$ cat src/rtl/multi_mode_ff_bank.sv
// Multi-bit flip-flop bank emulating D, T, JK or SR behaviour per cycle, with
// clock enable, sticky illegal-SR detection and a saturating change counter.
module multi_mode_ff_bank #(
    parameter int               WIDTH     = 8,
    parameter logic [WIDTH-1:0] RESET_VAL = {WIDTH{1'b0}},
    parameter int               CNT_W     = 8
) (
    input  logic             clk,
    input  logic             rst_n,
    input  logic             en,
    input  logic [1:0]       mode,
    input  logic [WIDTH-1:0] a,
    input  logic [WIDTH-1:0] b,
    input  logic             err_clr,
    input  logic             cnt_clr,
    output logic [WIDTH-1:0] q,
    output logic [WIDTH-1:0] qb,
    output logic             chg,
    output logic             sr_err,
    output logic [WIDTH-1:0] err_bits,
    output logic [CNT_W-1:0] upd_cnt
);

    localparam logic [1:0]       MODE_D  = 2'b00;
    localparam logic [1:0]       MODE_T  = 2'b01;
    localparam logic [1:0]       MODE_JK = 2'b10;
    localparam logic [1:0]       MODE_SR = 2'b11;
    localparam logic [CNT_W-1:0] CNT_MAX = {CNT_W{1'b1}};
    localparam logic [CNT_W-1:0] CNT_ONE = {{(CNT_W-1){1'b0}}, 1'b1};

    // JK: set where J&~K, keep where ~K, so Q+ = J&~Q | ~K&Q.
    function automatic logic [WIDTH-1:0] jk_next(input logic [WIDTH-1:0] j,
                                                 input logic [WIDTH-1:0] k,
                                                 input logic [WIDTH-1:0] cur);
        return (j & ~cur) | (~k & cur);
    endfunction

    // SR: set on 10, clear on 01, hold on 00 and on the illegal 11.
    function automatic logic [WIDTH-1:0] sr_next(input logic [WIDTH-1:0] s,
                                                 input logic [WIDTH-1:0] r,
                                                 input logic [WIDTH-1:0] cur);
        return (s & ~r) | (cur & ~(s ^ r));
    endfunction

    logic [WIDTH-1:0] q_r;
    logic             chg_r;
    logic             sr_err_r;
    logic [WIDTH-1:0] err_bits_r;
    logic [CNT_W-1:0] upd_cnt_r;

    logic [WIDTH-1:0] q_next_s;
    logic [WIDTH-1:0] err_new_s;
    logic [WIDTH-1:0] err_next_s;
    logic [CNT_W-1:0] cnt_next_s;
    logic             changed_s;

    // Next-state selection for the register bits and the illegal-SR mask.
    always_comb begin
        q_next_s  = q_r;
        err_new_s = {WIDTH{1'b0}};
        if (en) begin
            case (mode)
                MODE_D:  q_next_s = a;
                MODE_T:  q_next_s = q_r ^ a;
                MODE_JK: q_next_s = jk_next(a, b, q_r);
                MODE_SR: begin
                    q_next_s  = sr_next(a, b, q_r);
                    err_new_s = a & b;
                end
                default: q_next_s = q_r;
            endcase
        end else begin
            q_next_s = q_r;
        end
    end

    // Error accumulation and saturating counter; clears win over updates.
    always_comb begin
        changed_s  = (q_next_s != q_r);
        err_next_s = err_bits_r | err_new_s;
        cnt_next_s = upd_cnt_r;
        if (err_clr) begin
            err_next_s = err_new_s;
        end else begin
            err_next_s = err_bits_r | err_new_s;
        end
        if (cnt_clr) begin
            cnt_next_s = {CNT_W{1'b0}};
        end else if (changed_s && (upd_cnt_r != CNT_MAX)) begin
            cnt_next_s = upd_cnt_r + CNT_ONE;
        end else begin
            cnt_next_s = upd_cnt_r;
        end
    end

    // State registers; asynchronous reset drops any pending update.
    always_ff @(posedge clk or negedge rst_n) begin
        if (!rst_n) begin
            q_r        <= RESET_VAL;
            chg_r      <= 1'b0;
            sr_err_r   <= 1'b0;
            err_bits_r <= {WIDTH{1'b0}};
            upd_cnt_r  <= {CNT_W{1'b0}};
        end else begin
            q_r        <= q_next_s;
            chg_r      <= changed_s;
            sr_err_r   <= |err_next_s;
            err_bits_r <= err_next_s;
            upd_cnt_r  <= cnt_next_s;
        end
    end

    assign q        = q_r;
    assign qb       = ~q_r;
    assign chg      = chg_r;
    assign sr_err   = sr_err_r;
    assign err_bits = err_bits_r;
    assign upd_cnt  = upd_cnt_r;

endmodule

$ cat config.mk
export PLATFORM = sky130hd
export DESIGN_NAME = multi_mode_ff_bank
export DESIGN_NICKNAME = d
export VERILOG_FILES = /design/src/rtl/multi_mode_ff_bank.sv
export SDC_FILE = /design/constraint.sdc
export NUM_CORES = 1
export LEC_CHECK = 0
export ABC_AREA = 1
export CELL_PAD_IN_SITES_DETAIL_PLACEMENT = 0
export CELL_PAD_IN_SITES_GLOBAL_PLACEMENT = 1
export CORE_MARGIN = 5
export CORE_UTILIZATION = 34
export CTS_CLUSTER_SIZE = 8
export DETAILED_ROUTE_END_ITERATION = 16
export MAX_ROUTING_LAYER = met4
export PLACE_DENSITY = 0.83
export SKIP_CTS_REPAIR_TIMING = 1
export SLEW_MARGIN = 0
export SYNTH_ARGS = -nofsm -noshare
export SYNTH_HDL_FRONTEND = slang
export SYNTH_SLANG_ARGS = --single-unit
$ cat constraint.sdc
create_clock -name clk -period 1.6 [get_ports clk]
set_input_delay 0.32 -clock clk [delete_from_list [all_inputs] [get_ports clk]]
set_output_delay 0.32 -clock clk [all_outputs]
set_load 0.02 [all_outputs]
Yosys cells after proc, flatten, opt, wreduce, memory -nomap -nowiden
Index checks and enable logic that the tools add are counted.

storage, ports and cells
  output and inout port bits = 34
  bits in latches = 0
  bits in writable memories = 0
  word-level logic and storage cells = 35
  bits of input ports = 23
  bits in read-only memories = 0
  flip-flop bits (word level) = 26
  memories kept = 0

operators by class
  bitwise gates (word level) = 13
  reductions and logical operators = 4
  muxes and demuxes = 7
  equality and inequality tests = 5
  shift-type cells = 0
  $mul = 0
  magnitude comparators = 0
  divide/modulo/power cells = 0
  $add $sub $neg = 1

operator list
  kind                 number
  $mux 8               6
  $and 8x8->8          5
  $pmux 8 s4           1
  $not 8->8            3
  $or 8x8->8           3
  $xor 8x8->8          2
  $add 8x1->8 const B  1
  $ne 8x8->1           1
  $ne 8x8->1 const B   1
  $reduce_or 8->1      1
  $eq 2x2->1 const B   2
  $eq 2x1->1 const B   1
  $logic_not 2->1      1
  $reduce_bool 2->1    1
  $logic_and 1x1->1    1

Longest topological paths before layout
  word-level depth = 10
  gate-level depth with buffers = 15
  mapped depth without buffers = 15

Least setup slack after synthesis
Ideal clock, no wire load.

  kind = register to register
  start = reg q_r[0] (netlist: q[0])
  end = reg upd_cnt_r[3] (netlist: upd_cnt[3])
  cell stages (with the launch flop) = 15
  arrival time = 1,682 ps
  library setup time = 66 ps
  data required time = 1,534 ps
  path slack = -147 ps
  buffers on the path = 0
  period minus slack after synthesis = 1,747 ps
  path through = dfrtp_1 > inv_1 > nor2_1 > nor2_1 > nor2_2 > nand2_1 > nand2_1 > nand2_1 > nand2_1 > nand2_2 > nor2_2 > nand3_4 > nand2_4 > nand3_1 > nand2_1

on the way
  cells in the longest elaborated chain, start to end = 8
  elaborated cells on any way between the ends = 12
  those cells by class = eq/ne: 1; mux: 2; bitwise: 7; reduce/logical: 2

ends and longest elaborated chain
  element                             line  source
  from (decl)                         45    logic [WIDTH-1:0] q_r;
  from (signal assigned)              105   q_r <= q_next_s;
  $not 8->8                           n/a
  net qb[0]                           17    output logic [WIDTH-1:0] qb,
  $and 8x8->8                         35    return (j & ~cur) | (~k & cur);
  $or 8x8->8                          35
  $pmux 8 s4                          62    case (mode)
  $mux 8                              61    if (en) begin
  $ne 8x8->1                          79    changed_s = (q_next_s != q_r);
  net changed_s                       55    logic changed_s;
  $logic_and 1x1->1                   89    end else if (changed_s && (upd_cnt_r != CNT_MAX)) begin
  $reduce_bool 2->1 (no source line)  n/a
  to (signal assigned)                103   upd_cnt_r <= {CNT_W{1'b0}};
  to (signal assigned)                109   upd_cnt_r <= cnt_next_s;
  to (decl)                           49    logic [CNT_W-1:0] upd_cnt_r;

The timed path passes the listed nets, and every way through them passes these cells.
A chain may end at the register's enable or synchronous reset.

Final worst setup path
  start = in a[2]
  end = reg upd_cnt_r[4] (netlist: upd_cnt[4])

on the way
  cells in the longest elaborated chain, start to end = 9
  elaborated cells on any way between the ends = 13
  those cells by class = eq/ne: 1; mux: 2; bitwise: 8; reduce/logical: 2

ends and longest elaborated chain
  element                               line  source
  from (decl)                           12    input logic [WIDTH-1:0] a,
  $xor 8x8->8                           42    return (s & ~r) | (cur & ~(s ^ r));
  $not 8->8                             42
  $and 8x8->8                           42
  $or 8x8->8                            42
  $pmux 8 s4 *                          62
  $mux 8 *                              61
  $ne 8x8->1 *                          79
  net changed_s                         55
  $logic_and 1x1->1 *                   89
  $reduce_bool 2->1 (no source line) *  n/a

The timed path passes the listed nets; every way through them passes the cells marked *.

==> flow_metrics.env <==
export IMPL_status="complete, but fails checks"
export IMPL_violations="setup timing"
export IMPL_dr_pass1_iters=4
export IMPL_fin_setup_tns_ns=-0.995
export IMPL_hold_ws_ns=0.416
export IMPL_hold_viol=0
export IMPL_post_route_period_util_pct=109
export IMPL_cp_max_fo=8
export IMPL_ys_ff_latch=26
export IMPL_design_area_um2=3510
export IMPL_worstSkewPairLatency_ns=0.27
export IMPL_final_cells=461
export IMPL_clockBufferDepth=2
export IMPL_r2r_slack_ns=-0.13
export IMPL_antenna_found_initial=0
export IMPL_cp_arrival_ns=1.95
export IMPL_drt_iter0_drc=91
export IMPL_vias=2227
export IMPL_swShare_pct=37.9
export IMPL_hpwl_um=4600
export IMPL_fillers=460
export IMPL_coreArea_um2=5570
export IMPL_path_clk_slew_ns=0.09
export IMPL_cts_tree="yes"
export IMPL_r2r_cells=12
export IMPL_grt_usage_pct=16.4
export IMPL_worst_hold_path_type="in -> async"
export IMPL_pwr_share_comb_pct=51.5
export IMPL_p_sw_mw=0.964
export IMPL_place_inst=447
export IMPL_syn_avg_cell_area_um2=7.45
export IMPL_grt_max_degree=27
export IMPL_internal_power_mw=1.58
export IMPL_gr_total_overflow=0
export IMPL_rsz0062_at_grt="yes"
export IMPL_crit_type="in -> reg"
export IMPL_finalCriticalPeriod_ns=1.74
export IMPL_fin_ws_ns=-0.137
export IMPL_placed_area_um2=3110
export IMPL_grt_pass1_vias=1996
export IMPL_wirelength_um=6360
export IMPL_finalMaxSlewViolations=0
export IMPL_drive_gt1_share_pct=37.8
export IMPL_cp_slowest_cell="ha_1"
export IMPL_fmax_mhz=576
export IMPL_seq_power_share_pct=31.2
export IMPL_rows=27
export IMPL_nNetsFinal=430
export IMPL_finalSetupViolations=9
export IMPL_r2r_start="q[4]"
export IMPL_finalPower_mw=2.54
export IMPL_worstPathRequired_ns=1.81
export IMPL_start_util_pct=35.4
export IMPL_netlist_instances=265
export IMPL_fp_dieH_um=86.2
export IMPL_path_common_cell="nand3_1"
export IMPL_clock_sinks=26
export IMPL_cap_violations=0
export IMPL_fin_skew_ns=0.00265
export IMPL_ir_drop_uv=418
export IMPL_timing_slew_headroom_pct=62.2
export IMPL_cts_root_buf="clkbuf_8"
export IMPL_drc=0
export IMPL_ios=57
export IMPL_grt_pass1_wl_um=9570
export IMPL_ant_nets=0
export IMPL_cts_buffers=3
export IMPL_antenna_diode_count=0
export IMPL_fp_dieArea_um2=7430
export IMPL_crit_path_end_kind="register"
export IMPL_routedWlPerCell_um=13.8
export IMPL_postSynthNetCount=305
export IMPL_avgViaCountPerCell=4.83
export IMPL_yosysUniqueCellTypes=26
export IMPL_start_kind="primary input"
export IMPL_syn2layout_area_growth_pct=77.8
export IMPL_cts_max_level=1
export IMPL_worst_pin_slew_ns=0.567
export IMPL_io_buffers=56
export IMPL_clock_power_share_pct=17.3
export IMPL_layout_common_cells="nand2_1, buf_4, dlymetal6s2s_1, inv_1, dfrtp_1"
export IMPL_mostFrequentLayoutCell="nand2_1"
export IMPL_powerDensity_nw_per_um2=724
export IMPL_max_stage_delay_ns=0.30
export IMPL_yosysSeqAreaShare_pct=33.0
export IMPL_gp_congestion=0.826
export IMPL_crit_chain="dlymetal6s2s_1 > ha_1 > a21oi_1 > or2_1 > nand3_1 > nand3_1 > nand2_2 > nor2_4 > nand3_4 > nand2_8 > nand3_1 > nand2_1"
export IMPL_synth_area_um2=1970
export IMPL_synth_warnings=0
export IMPL_die_x_um=86.2
export IMPL_cellLeakagePower_nw=2.24
export IMPL_timing_rr_end="upd_cnt[4]"
-- final cells by class --
cell class	instances	area, um^2	area share (%)
Timing Repair Buffer	124	1160	33.0
Inverter	39	166	4.74
Clock buffer	4	55.1	1.57
Tap cell	72	90.1	2.57
Multi-Input combinational cell	196	1390	39.5
Sequential cell	26	653	18.6
-- power by group through the flow --
stage                     clock, mW  sequential (mW)  combinational [mW]
after floorplan                   0            0.896               0.449
after global placement            0            0.798                1.15
after detailed placement          0            0.799                1.16
after CTS                     0.446            0.787                1.16
after global routing          0.480            0.803                1.42
final                         0.440            0.792                1.31
-- logic make-up after synthesis --
| family | share of synthesized area [%] |
|---|---|
| compound gates | 9.51 |
| flops | 33.0 |
| buf+inv | 9.38 |
| xor+xnor | 2.22 |
| fa+ha+maj | 10.8 |
| simple gates | 35.2 |
-- synth_stat cells, drive strengths merged --
master / n / area, um^2
a21oi: 13 / 65.1
a32o: 8 / 80.1
buf: 3 / 27.5
clkbuf: 2 / 11.3
dfrtp: 26 / 651
ha: 17 / 213
inv: 39 / 146
nand2: 78 / 310
nand3: 29 / 163
nand3b: 1 / 11.3
nand4: 14 / 87.6
nor2: 18 / 85.1
nor4: 2 / 12.5
o21a: 5 / 37.5
o21ai: 1 / 5.00
or2: 4 / 25.0
xnor2: 1 / 8.76
xor2: 4 / 35.0
-- how the worst max path moves through the flow --
stage | from | end | slack [ns]
floorplan | b[5] | upd_cnt[3] | -0.03
global placement | b[5] | upd_cnt[2] | -0.85
detailed placement | b[5] | upd_cnt[4] | -0.89
CTS | b[5] | upd_cnt[4] | -0.60
global route | q[4] | upd_cnt[4] | -0.22
finish | a[2] | upd_cnt[4] | -0.14
-- registers in the layout, summed over array words and instances, names as in the netlist --
register and flops:
chg 1, err_bits 8, q 8, upd_cnt 8, sr_err 1
-- routing by layer --
| metal | track usage, % | share of wire [%] | vias to the layer above |
|---|---|---|---|
| met4 | 3.26 | 1.1 | 0 |
| li1 | - | - | 1125 |
| met1 | 21.6 | 44 | 1042 |
| met3 | 2.28 | 4.5 | 6 |
| met5 | - | 0 | - |
| met2 | 27.1 | 51 | 54 |
-- worst max-delay path: cells and delay by family --
family	cells	cell delay (ns)
and+or+nand+nor	9	1.06
adders and majority gates	1	0.30
buffers and inverters	1	0.16
AOI/OAI and AO/OA	1	0.11
-- stage by stage --
step / worst slack (ns) / utilization, %
after floorplan: -0.0323 / -
after global placement: -0.849 / 55.7
after detailed placement: -0.894 / 55.7
after CTS: -0.604 / 56.7
after global routing: -0.219 / 63.0
final: -0.137 / 63.0
Power figures use the tool's default switching activity.
